**src/rtl/rob_retire_pkg.sv**
```systemverilog
// Shared types and constants for the rob_retire reorder buffer and its retire selector.
package rob_retire_pkg;

  localparam int ROB_DEPTH = 16;
  localparam int IDX_W     = $clog2(ROB_DEPTH);
  localparam int PREG_W    = 6;
  localparam int DATA_W    = 32;
  localparam int RET_CNT_W = 2;

  typedef enum logic {
    TYPE_REG = 1'b0,
    TYPE_MEM = 1'b1
  } rob_type_e;

  typedef struct packed {
    logic              v;
    rob_type_e         typ;
    logic [PREG_W-1:0] preg;
    logic [PREG_W-1:0] old_preg;
    logic [DATA_W-1:0] result;
    logic              comp;
  } rob_entry_t;

  // Space for a full dispatch pair, judged on the occupancy of the current cycle only.
  function automatic logic has_room(input logic [IDX_W:0] cnt);
    logic [IDX_W:0] free_slots;
    free_slots = (IDX_W+1)'(ROB_DEPTH) - cnt;
    return free_slots >= (IDX_W+1)'(2);
  endfunction

endpackage

```
**src/rtl/rob_retire_sel.sv**
```systemverilog
// rob_retire_sel: decides how many of the two oldest entries retire this cycle, strictly in order.
module rob_retire_sel
  import rob_retire_pkg::*;
(
  input  logic                 i_head_v,
  input  logic                 i_head_comp,
  input  logic                 i_head_byp,
  input  logic                 i_next_v,
  input  logic                 i_next_comp,
  input  logic                 i_next_byp,
  output logic [RET_CNT_W-1:0] o_ret_cnt,
  output logic                 o_sel_1,
  output logic                 o_sel_2
);

  logic w_head_done;
  logic w_next_done;

  // Head+1 may only go when the head goes in the same cycle.
  always_comb begin
    w_head_done = i_head_v & (i_head_comp | i_head_byp);
    w_next_done = i_next_v & (i_next_comp | i_next_byp);
    o_sel_1     = w_head_done;
    o_sel_2     = w_head_done & w_next_done;
    o_ret_cnt   = {1'b0, o_sel_1} + {1'b0, o_sel_2};
  end

endmodule

```
**src/rtl/rob_retire.sv**
```systemverilog
// rob_retire: in-order ROB with 2-wide allocate, 3 result ports and 2-wide registered retire.
// Optional macro ROB_CMP_BYPASS_EN lets same-cycle results complete the head pair for retire.
module rob_retire
  import rob_retire_pkg::*;
(
  input  logic              clk,
  input  logic              rst_n,
  input  logic              i_alloc_req_1,
  input  logic              i_alloc_req_2,
  input  logic              i_alloc_type_1,
  input  logic              i_alloc_type_2,
  input  logic [PREG_W-1:0] i_alloc_preg_1,
  input  logic [PREG_W-1:0] i_alloc_preg_2,
  input  logic [PREG_W-1:0] i_alloc_old_1,
  input  logic [PREG_W-1:0] i_alloc_old_2,
  output logic              o_alloc_ready,
  output logic [IDX_W-1:0]  o_alloc_idx_1,
  output logic [IDX_W-1:0]  o_alloc_idx_2,
  input  logic              i_cmp_valid_1,
  input  logic              i_cmp_valid_2,
  input  logic              i_cmp_valid_3,
  input  logic [IDX_W-1:0]  i_cmp_idx_1,
  input  logic [IDX_W-1:0]  i_cmp_idx_2,
  input  logic [IDX_W-1:0]  i_cmp_idx_3,
  input  logic [DATA_W-1:0] i_cmp_data_1,
  input  logic [DATA_W-1:0] i_cmp_data_2,
  input  logic [DATA_W-1:0] i_cmp_data_3,
  output logic              o_ret_valid_1,
  output logic              o_ret_valid_2,
  output logic              o_ret_type_1,
  output logic              o_ret_type_2,
  output logic [PREG_W-1:0] o_ret_preg_1,
  output logic [PREG_W-1:0] o_ret_preg_2,
  output logic [DATA_W-1:0] o_ret_data_1,
  output logic [DATA_W-1:0] o_ret_data_2,
  output logic [PREG_W-1:0] o_ret_free_1,
  output logic [PREG_W-1:0] o_ret_free_2,
  output logic [IDX_W:0]    o_rob_count,
  output logic              o_rob_empty
);

  rob_entry_t           r_rob     [ROB_DEPTH];
  rob_entry_t           w_rob_nxt [ROB_DEPTH];
  logic [IDX_W-1:0]     r_head, r_tail, w_head_1;
  logic [IDX_W:0]       r_count, w_count_nxt;
  logic                 r_alloc_ready, r_empty;
  logic                 w_acc_1, w_acc_2;
  logic [1:0]           w_acc_cnt;
  logic [RET_CNT_W-1:0] w_ret_cnt;
  logic                 w_sel_1, w_sel_2, w_head_byp, w_next_byp;
  logic [DATA_W-1:0]    w_data_1, w_data_2;
  logic                 w_cmp_v    [3];
  logic [IDX_W-1:0]     w_cmp_idx  [3];
  logic [DATA_W-1:0]    w_cmp_data [3];
  logic                 r_ret_valid_1, r_ret_valid_2, r_ret_type_1, r_ret_type_2;
  logic [PREG_W-1:0]    r_ret_preg_1, r_ret_preg_2, r_ret_free_1, r_ret_free_2;
  logic [DATA_W-1:0]    r_ret_data_1, r_ret_data_2;

  assign w_cmp_v[0]    = i_cmp_valid_1;
  assign w_cmp_v[1]    = i_cmp_valid_2;
  assign w_cmp_v[2]    = i_cmp_valid_3;
  assign w_cmp_idx[0]  = i_cmp_idx_1;
  assign w_cmp_idx[1]  = i_cmp_idx_2;
  assign w_cmp_idx[2]  = i_cmp_idx_3;
  assign w_cmp_data[0] = i_cmp_data_1;
  assign w_cmp_data[1] = i_cmp_data_2;
  assign w_cmp_data[2] = i_cmp_data_3;

  assign w_head_1      = r_head + IDX_W'(1);
  assign o_alloc_idx_1 = r_tail;
  assign o_alloc_idx_2 = r_tail + IDX_W'(1);
  assign w_acc_1       = i_alloc_req_1 & r_alloc_ready;
  assign w_acc_2       = w_acc_1 & i_alloc_req_2;
  assign w_acc_cnt     = {1'b0, w_acc_1} + {1'b0, w_acc_2};
  assign w_count_nxt   = r_count + (IDX_W+1)'(w_acc_cnt) - (IDX_W+1)'(w_ret_cnt);

`ifdef ROB_CMP_BYPASS_EN
  logic [2:0] w_hit_h, w_hit_n;

  // Result-port hits on the head pair; the lowest port wins when several match.
  always_comb begin
    for (int k = 0; k < 3; k++) begin
      w_hit_h[k] = w_cmp_v[k] & (w_cmp_idx[k] == r_head);
      w_hit_n[k] = w_cmp_v[k] & (w_cmp_idx[k] == w_head_1);
    end
  end

  assign w_head_byp = |w_hit_h;
  assign w_next_byp = |w_hit_n;
  assign w_data_1 = r_rob[r_head].comp ? r_rob[r_head].result :
                    w_hit_h[0] ? w_cmp_data[0] : w_hit_h[1] ? w_cmp_data[1] : w_cmp_data[2];
  assign w_data_2 = r_rob[w_head_1].comp ? r_rob[w_head_1].result :
                    w_hit_n[0] ? w_cmp_data[0] : w_hit_n[1] ? w_cmp_data[1] : w_cmp_data[2];
`else
  assign w_head_byp = 1'b0;
  assign w_next_byp = 1'b0;
  assign w_data_1   = r_rob[r_head].result;
  assign w_data_2   = r_rob[w_head_1].result;
`endif

  rob_retire_sel u_sel (
    .i_head_v    (r_rob[r_head].v),
    .i_head_comp (r_rob[r_head].comp),
    .i_head_byp  (w_head_byp),
    .i_next_v    (r_rob[w_head_1].v),
    .i_next_comp (r_rob[w_head_1].comp),
    .i_next_byp  (w_next_byp),
    .o_ret_cnt   (w_ret_cnt),
    .o_sel_1     (w_sel_1),
    .o_sel_2     (w_sel_2)
  );

  // Per-entry next state: allocate beats retire-clear beats complete (lowest port first).
  always_comb begin
    for (int i = 0; i < ROB_DEPTH; i++) begin
      w_rob_nxt[i] = r_rob[i];
      if (w_acc_1 && (IDX_W'(i) == r_tail)) begin
        w_rob_nxt[i] = '{v: 1'b1, typ: rob_type_e'(i_alloc_type_1), preg: i_alloc_preg_1,
                         old_preg: i_alloc_old_1, result: {DATA_W{1'b0}}, comp: 1'b0};
      end else if (w_acc_2 && (IDX_W'(i) == o_alloc_idx_2)) begin
        w_rob_nxt[i] = '{v: 1'b1, typ: rob_type_e'(i_alloc_type_2), preg: i_alloc_preg_2,
                         old_preg: i_alloc_old_2, result: {DATA_W{1'b0}}, comp: 1'b0};
      end else if ((w_sel_1 && (IDX_W'(i) == r_head)) || (w_sel_2 && (IDX_W'(i) == w_head_1))) begin
        w_rob_nxt[i] = '0;
      end else if (r_rob[i].v && w_cmp_v[0] && (w_cmp_idx[0] == IDX_W'(i))) begin
        w_rob_nxt[i].result = w_cmp_data[0];
        w_rob_nxt[i].comp   = 1'b1;
      end else if (r_rob[i].v && w_cmp_v[1] && (w_cmp_idx[1] == IDX_W'(i))) begin
        w_rob_nxt[i].result = w_cmp_data[1];
        w_rob_nxt[i].comp   = 1'b1;
      end else if (r_rob[i].v && w_cmp_v[2] && (w_cmp_idx[2] == IDX_W'(i))) begin
        w_rob_nxt[i].result = w_cmp_data[2];
        w_rob_nxt[i].comp   = 1'b1;
      end else begin
        w_rob_nxt[i] = r_rob[i];
      end
    end
  end

  // State and retire registers; idle retire slots drive all-zero payloads.
  always_ff @(posedge clk or negedge rst_n) begin
    if (!rst_n) begin
      for (int i = 0; i < ROB_DEPTH; i++) r_rob[i] <= '0;
      r_head        <= {IDX_W{1'b0}};
      r_tail        <= {IDX_W{1'b0}};
      r_count       <= {(IDX_W+1){1'b0}};
      r_alloc_ready <= 1'b1;
      r_empty       <= 1'b1;
      r_ret_valid_1 <= 1'b0;
      r_ret_valid_2 <= 1'b0;
      r_ret_type_1  <= 1'b0;
      r_ret_type_2  <= 1'b0;
      r_ret_preg_1  <= {PREG_W{1'b0}};
      r_ret_preg_2  <= {PREG_W{1'b0}};
      r_ret_free_1  <= {PREG_W{1'b0}};
      r_ret_free_2  <= {PREG_W{1'b0}};
      r_ret_data_1  <= {DATA_W{1'b0}};
      r_ret_data_2  <= {DATA_W{1'b0}};
    end else begin
      for (int i = 0; i < ROB_DEPTH; i++) r_rob[i] <= w_rob_nxt[i];
      r_head        <= r_head + IDX_W'(w_ret_cnt);
      r_tail        <= r_tail + IDX_W'(w_acc_cnt);
      r_count       <= w_count_nxt;
      r_alloc_ready <= has_room(w_count_nxt);
      r_empty       <= (w_count_nxt == {(IDX_W+1){1'b0}});
      r_ret_valid_1 <= w_sel_1;
      r_ret_valid_2 <= w_sel_2;
      r_ret_type_1  <= w_sel_1 & (r_rob[r_head].typ == TYPE_MEM);
      r_ret_type_2  <= w_sel_2 & (r_rob[w_head_1].typ == TYPE_MEM);
      r_ret_preg_1  <= w_sel_1 ? r_rob[r_head].preg : {PREG_W{1'b0}};
      r_ret_preg_2  <= w_sel_2 ? r_rob[w_head_1].preg : {PREG_W{1'b0}};
      r_ret_free_1  <= w_sel_1 ? r_rob[r_head].old_preg : {PREG_W{1'b0}};
      r_ret_free_2  <= w_sel_2 ? r_rob[w_head_1].old_preg : {PREG_W{1'b0}};
      r_ret_data_1  <= w_sel_1 ? w_data_1 : {DATA_W{1'b0}};
      r_ret_data_2  <= w_sel_2 ? w_data_2 : {DATA_W{1'b0}};
    end
  end

  assign o_alloc_ready = r_alloc_ready;
  assign o_rob_count   = r_count;
  assign o_rob_empty   = r_empty;
  assign o_ret_valid_1 = r_ret_valid_1;
  assign o_ret_valid_2 = r_ret_valid_2;
  assign o_ret_type_1  = r_ret_type_1;
  assign o_ret_type_2  = r_ret_type_2;
  assign o_ret_preg_1  = r_ret_preg_1;
  assign o_ret_preg_2  = r_ret_preg_2;
  assign o_ret_free_1  = r_ret_free_1;
  assign o_ret_free_2  = r_ret_free_2;
  assign o_ret_data_1  = r_ret_data_1;
  assign o_ret_data_2  = r_ret_data_2;

endmodule

```
**config.mk**
```make
export PLATFORM = sky130hd
export DESIGN_NAME = rob_retire
export DESIGN_NICKNAME = d
export VERILOG_FILES = /design/src/rtl/rob_retire_pkg.sv /design/src/rtl/rob_retire_sel.sv /design/src/rtl/rob_retire.sv
export SDC_FILE = /design/constraint.sdc
export NUM_CORES = 2
export LEC_CHECK = 0
export ABC_CLOCK_PERIOD_IN_PS = 13150
export CAP_MARGIN = 20
export CELL_PAD_IN_SITES_DETAIL_PLACEMENT = 0
export CELL_PAD_IN_SITES_GLOBAL_PLACEMENT = 2
export CORE_UTILIZATION = 44
export DETAILED_ROUTE_END_ITERATION = 7
export PLACE_DENSITY_LB_ADDON = 0.1
export SLEW_MARGIN = 5
export SYNTH_ARGS = -nofsm -noshare
export SYNTH_HDL_FRONTEND = slang
export SYNTH_SLANG_ARGS = --single-unit
```
**constraint.sdc**
```tcl
create_clock -name clk -period 13.15 [get_ports clk]
set_clock_uncertainty 0.1 [all_clocks]
set_input_delay 2.63 -clock clk [delete_from_list [all_inputs] [get_ports clk]]
set_output_delay 2.63 -clock clk [all_outputs]
set_load 0.05 [all_outputs]
```
==> results.md <==
* R2r worst-path depth at 15
* Synth Area in Simple Gates at around 12%
* I/O pin cnt at 248
* Period utilization at 50.6%
* Max Freq at about 150 MHz
* Crit Path Class: flop to flop
* Total grt overflow at 0
* DR WL/cell at around 33 um
* GP Congestion at 0.858
* First-pass GRT wire length at 353000 um
* Largest net degree at the start of global routing at roughly 160
* Post_cts resized at 0
* GRT Overall Usage at a little over a third
* Gr busiest metal: met2
* Number of buffers added on ports at about 250
* # DRC at 0
* RSZ-0062 raised after global routing: no
* Layout overhead on the synthesized area at 11.9%
* Vias at approximately 50000
* M1 GR Usage at between 50% and 60%
* Synthesized instance count at ~6000
* Cts hold-fix bufs at 0
* Post-synthesis sequential area ratio at about 37%
* Endpoint, Worst Hold: r_rob[91]
* Max stage delay on crit path at 0.89 ns
* Total core area at 130000 um2
* Leakage power at ~27 nW
* Yosys warning count at 0
* Clock latency at the later pin of the worst-skew pair at about 0.76 ns
* Met3 usage in global routing at approximately 8%
* R2r endpoint: o_alloc_ready
* Top cell type's share of synthesized area at between 30% and 40%
* Met2 Usage GRT at 55.9%
* R2r setup slk at 6.50 ns
* CP Max Fanout at 34
* Slew @ Worst Pin at between 1 and 1.5 ns
* Total CTS buffers at 106
* Slew HR at between 10% and 20%
* EDFF count, synth at 0
* Largest area contributor in the netlist: dfrtp_1
* Main flop type after synthesis: dfrtp_1
* DRT antenna net count at 0
* Synth Area in Adders at 0.614%
* Setup-failing EPs final at 0
* Netlist cell types at between 60 and 70
* Slew Limit Fails at 0
* # clock sinks at approximately 860
* Clock buffer depth at 3
* DRT Wirelength at around 250000 um
* Power Total at about 0.016 W
* Worst setup EP type: flop
* Element type at the critical path start: flop
* Tmin final at between 6 and 7 ns
* Worst R2R Start: r_head[2]
* Multi-input gate area at ~33000 um2
* Ys async rst share at 100%
* # H-tree levels at 3
* Post-DP HPWL at around 140000 um
* Outcome: completed
* Xor and xnor fraction of the mapped netlist area at less than 1%
* Critical Path RT at approximately 14 ns
* Initial drt markers at roughly 6000
* CTS tree: done
* Crit path DAT at 7.22 ns
* Final hold vios at 0
* Reg area at 21500 um2
* Largest cells by area after synthesis: dfrtp_1, mux4_2, mux2i_1
* Vias in the first global route at roughly 48000
* Pwr Density at ~240 nW/um2
* Design Area, Final at between 60000 and 70000 um2
* DIE WIDTH at around 360 um
* Die height at between 300 and 400 um
* Vias per cell at roughly 6.7
* Syn Area/Cell at between 9 and 10 um2
* Worst vdd rail ir drop at approximately 180 uV
* Initial antenna violation count at 18
* # fillers at roughly 12000
* Layout net count at 5746
* Compound-gate portion of the synthesized area at between 15 and 20%
* Worst hold path type: flop to flop
* HP Start: r_rob[91]
* Share of post-route cells with drive strength above 1 at 16.0%
* Crit-path cells: buf_4, nor2b_1, nand3_1, o22ai_1, nand2_1, a21oi_2, clkinv_2, fa_1, inv_1, fa_1, ha_1, nand2_1, nor2_1, ha_1, nand3_1
* Post-synthesis mux area share at 25.8%
* Starting Density at 44.5%
* Placement row count at between 100 and 150
* DR pass1 iterations at 7
* Cell count of the worst hold path at 2
* Die area at about 130000 um2
* Final TNS setup at 0 ns
* Clock-pin slew on the worst setup and hold paths at 0.06 ns
* CP max-delay cell: dfrtp_4
* Setup Fix Bufs, Post-CTS at 0
* Main combinational cell family by area after synthesis: multiplexers
* Mapped Nets at between 5000 and 6000
* Root Buffer: clkbuf_16
* Yosys reg bits at 859
* Max_cap viols at 0
* Dpl cell area at approximately 61000 um2
* Synthesized area at 57900 um2
## metal layers
metal | vias up | part of all wire [%]
li1 | 20900 | -
met1 | 25600 | 41
met2 | 2801 | 45
met3 | 519 | 9.8
met4 | 8 | 4.3
met5 | - | 0.019
## cells in the final DEF (no fill, tap or decap), drive strengths merged, types with 116 or more instances in the layout
master and n:
a211oi 604, clkdlybuf4s50 246, mux2i 564, o21ai 116, a21oi 603, mux4 413
a22oi 132, nor2 1175, dfrtp 857, inv 176, clkbuf 160
## worst max-delay path, delay by kind of cell, from the launching register on
kind,cells,cell delay (ns)
buffers and inverters,3,1.64
AOI/OAI and AO/OA,2,0.82
DFF,1,0.89
adders and majority gates,4,1.88
and+or+nand+nor,6,1.19
## how the worst max path moves through the flow
| stage | start | end | slack [ns] | cells after the start |
|---|---|---|---|---|
| 2_1_floorplan | r_head[0] | o_alloc_ready | 7.45 | 24 |
| 3_3_place_gp | i_cmp_idx_1[2] | r_rob[472] | 6.65 | 9 |
| 3_5_place_dp | i_cmp_idx_1[2] | r_rob[489] | 6.63 | 9 |
| 4_1_cts | r_head[2] | o_alloc_ready | 6.61 | 15 |
| 5_1_grt | r_head[2] | o_alloc_ready | 6.21 | 17 |
| 6_report | r_head[2] | o_alloc_ready | 6.50 | 15 |
## synth_stat cells, drive strengths merged, types with 3 or more instances
master and number:
or2 4, a31o 5, o22a 3, nand2b 8, o211ai 3, a21o 6
a211oi 604, a21oi 603, and3b 4, clkbuf 534, nand4 16, ha 22
a22oi 132, o31ai 3, nand2 69, mux2i 564, a2111o 4, dfrtp 857
nor2b 58, nor2 1175, xor2 4, o21ai 116, a311oi 4, and3 24
a221oi 26, nor3 6, and2 50, mux4 413, and4 3, nand3b 16
nand3 52, a32o 8, a222oi 27, xnor2 6, inv 175, o22ai 10
buf 184, fa 4, a31oi 8, nor3b 7
## cell families (layout without fill, tap and decap cells)
family          Yosys count  after routing
compound gates         1573           1573
simple gates           1493           1493
mux                     978            978
buf+inv                 893            726
flops                   859            859
fa+ha+maj                26             26
xor+xnor                 10             10
other cells               0              8
## state kept, by name, indices dropped and copies added (netlist names), 4 cells and up
register / cells
o_ret_preg_1: 6
o_ret_data_1: 32
r_rob: 752
o_rob_count: 5
r_head: 4
o_ret_data_2: 32
o_ret_preg_2: 6
o_ret_free_1: 6
o_ret_free_2: 6
o_alloc_idx_1: 4
## per-stage QoR
stage          utilization (%)  cells  hold WS [ns]  worst slack (ns)
4_1_cts                   49.8   7407         0.412              6.61
3_3_place_gp              46.9   7209         0.384              6.65
2_1_floorplan                -   5832         0.371              7.45
3_5_place_dp              47.0   7213         0.398              6.63
5_1_grt                   49.8   7410         0.428              6.21
6_report                  49.9   7415         0.420              6.50
## layout make-up
class	count	share of cell area, %
Multi-Input combinational cell	4080	51.4
Timing Repair Buffer	357	5.31
Clock buffer	160	4.82
Clock inverter	34	0.865
Antenna cell	8	0.0309
Tap cell	1742	3.36
Inverter	175	1.02
Sequential cell	859	33.2
## where the power goes
group	switching (W)	internal (W)	total (W)
Clock	0.00131	0.00184	0.00315
Sequential	0.00106	0.00370	0.00476
Combinational	0.00454	0.00333	0.00787
Total	0.00690	0.00887	0.0158
Note: power is estimated with default switching activity, not from simulation.
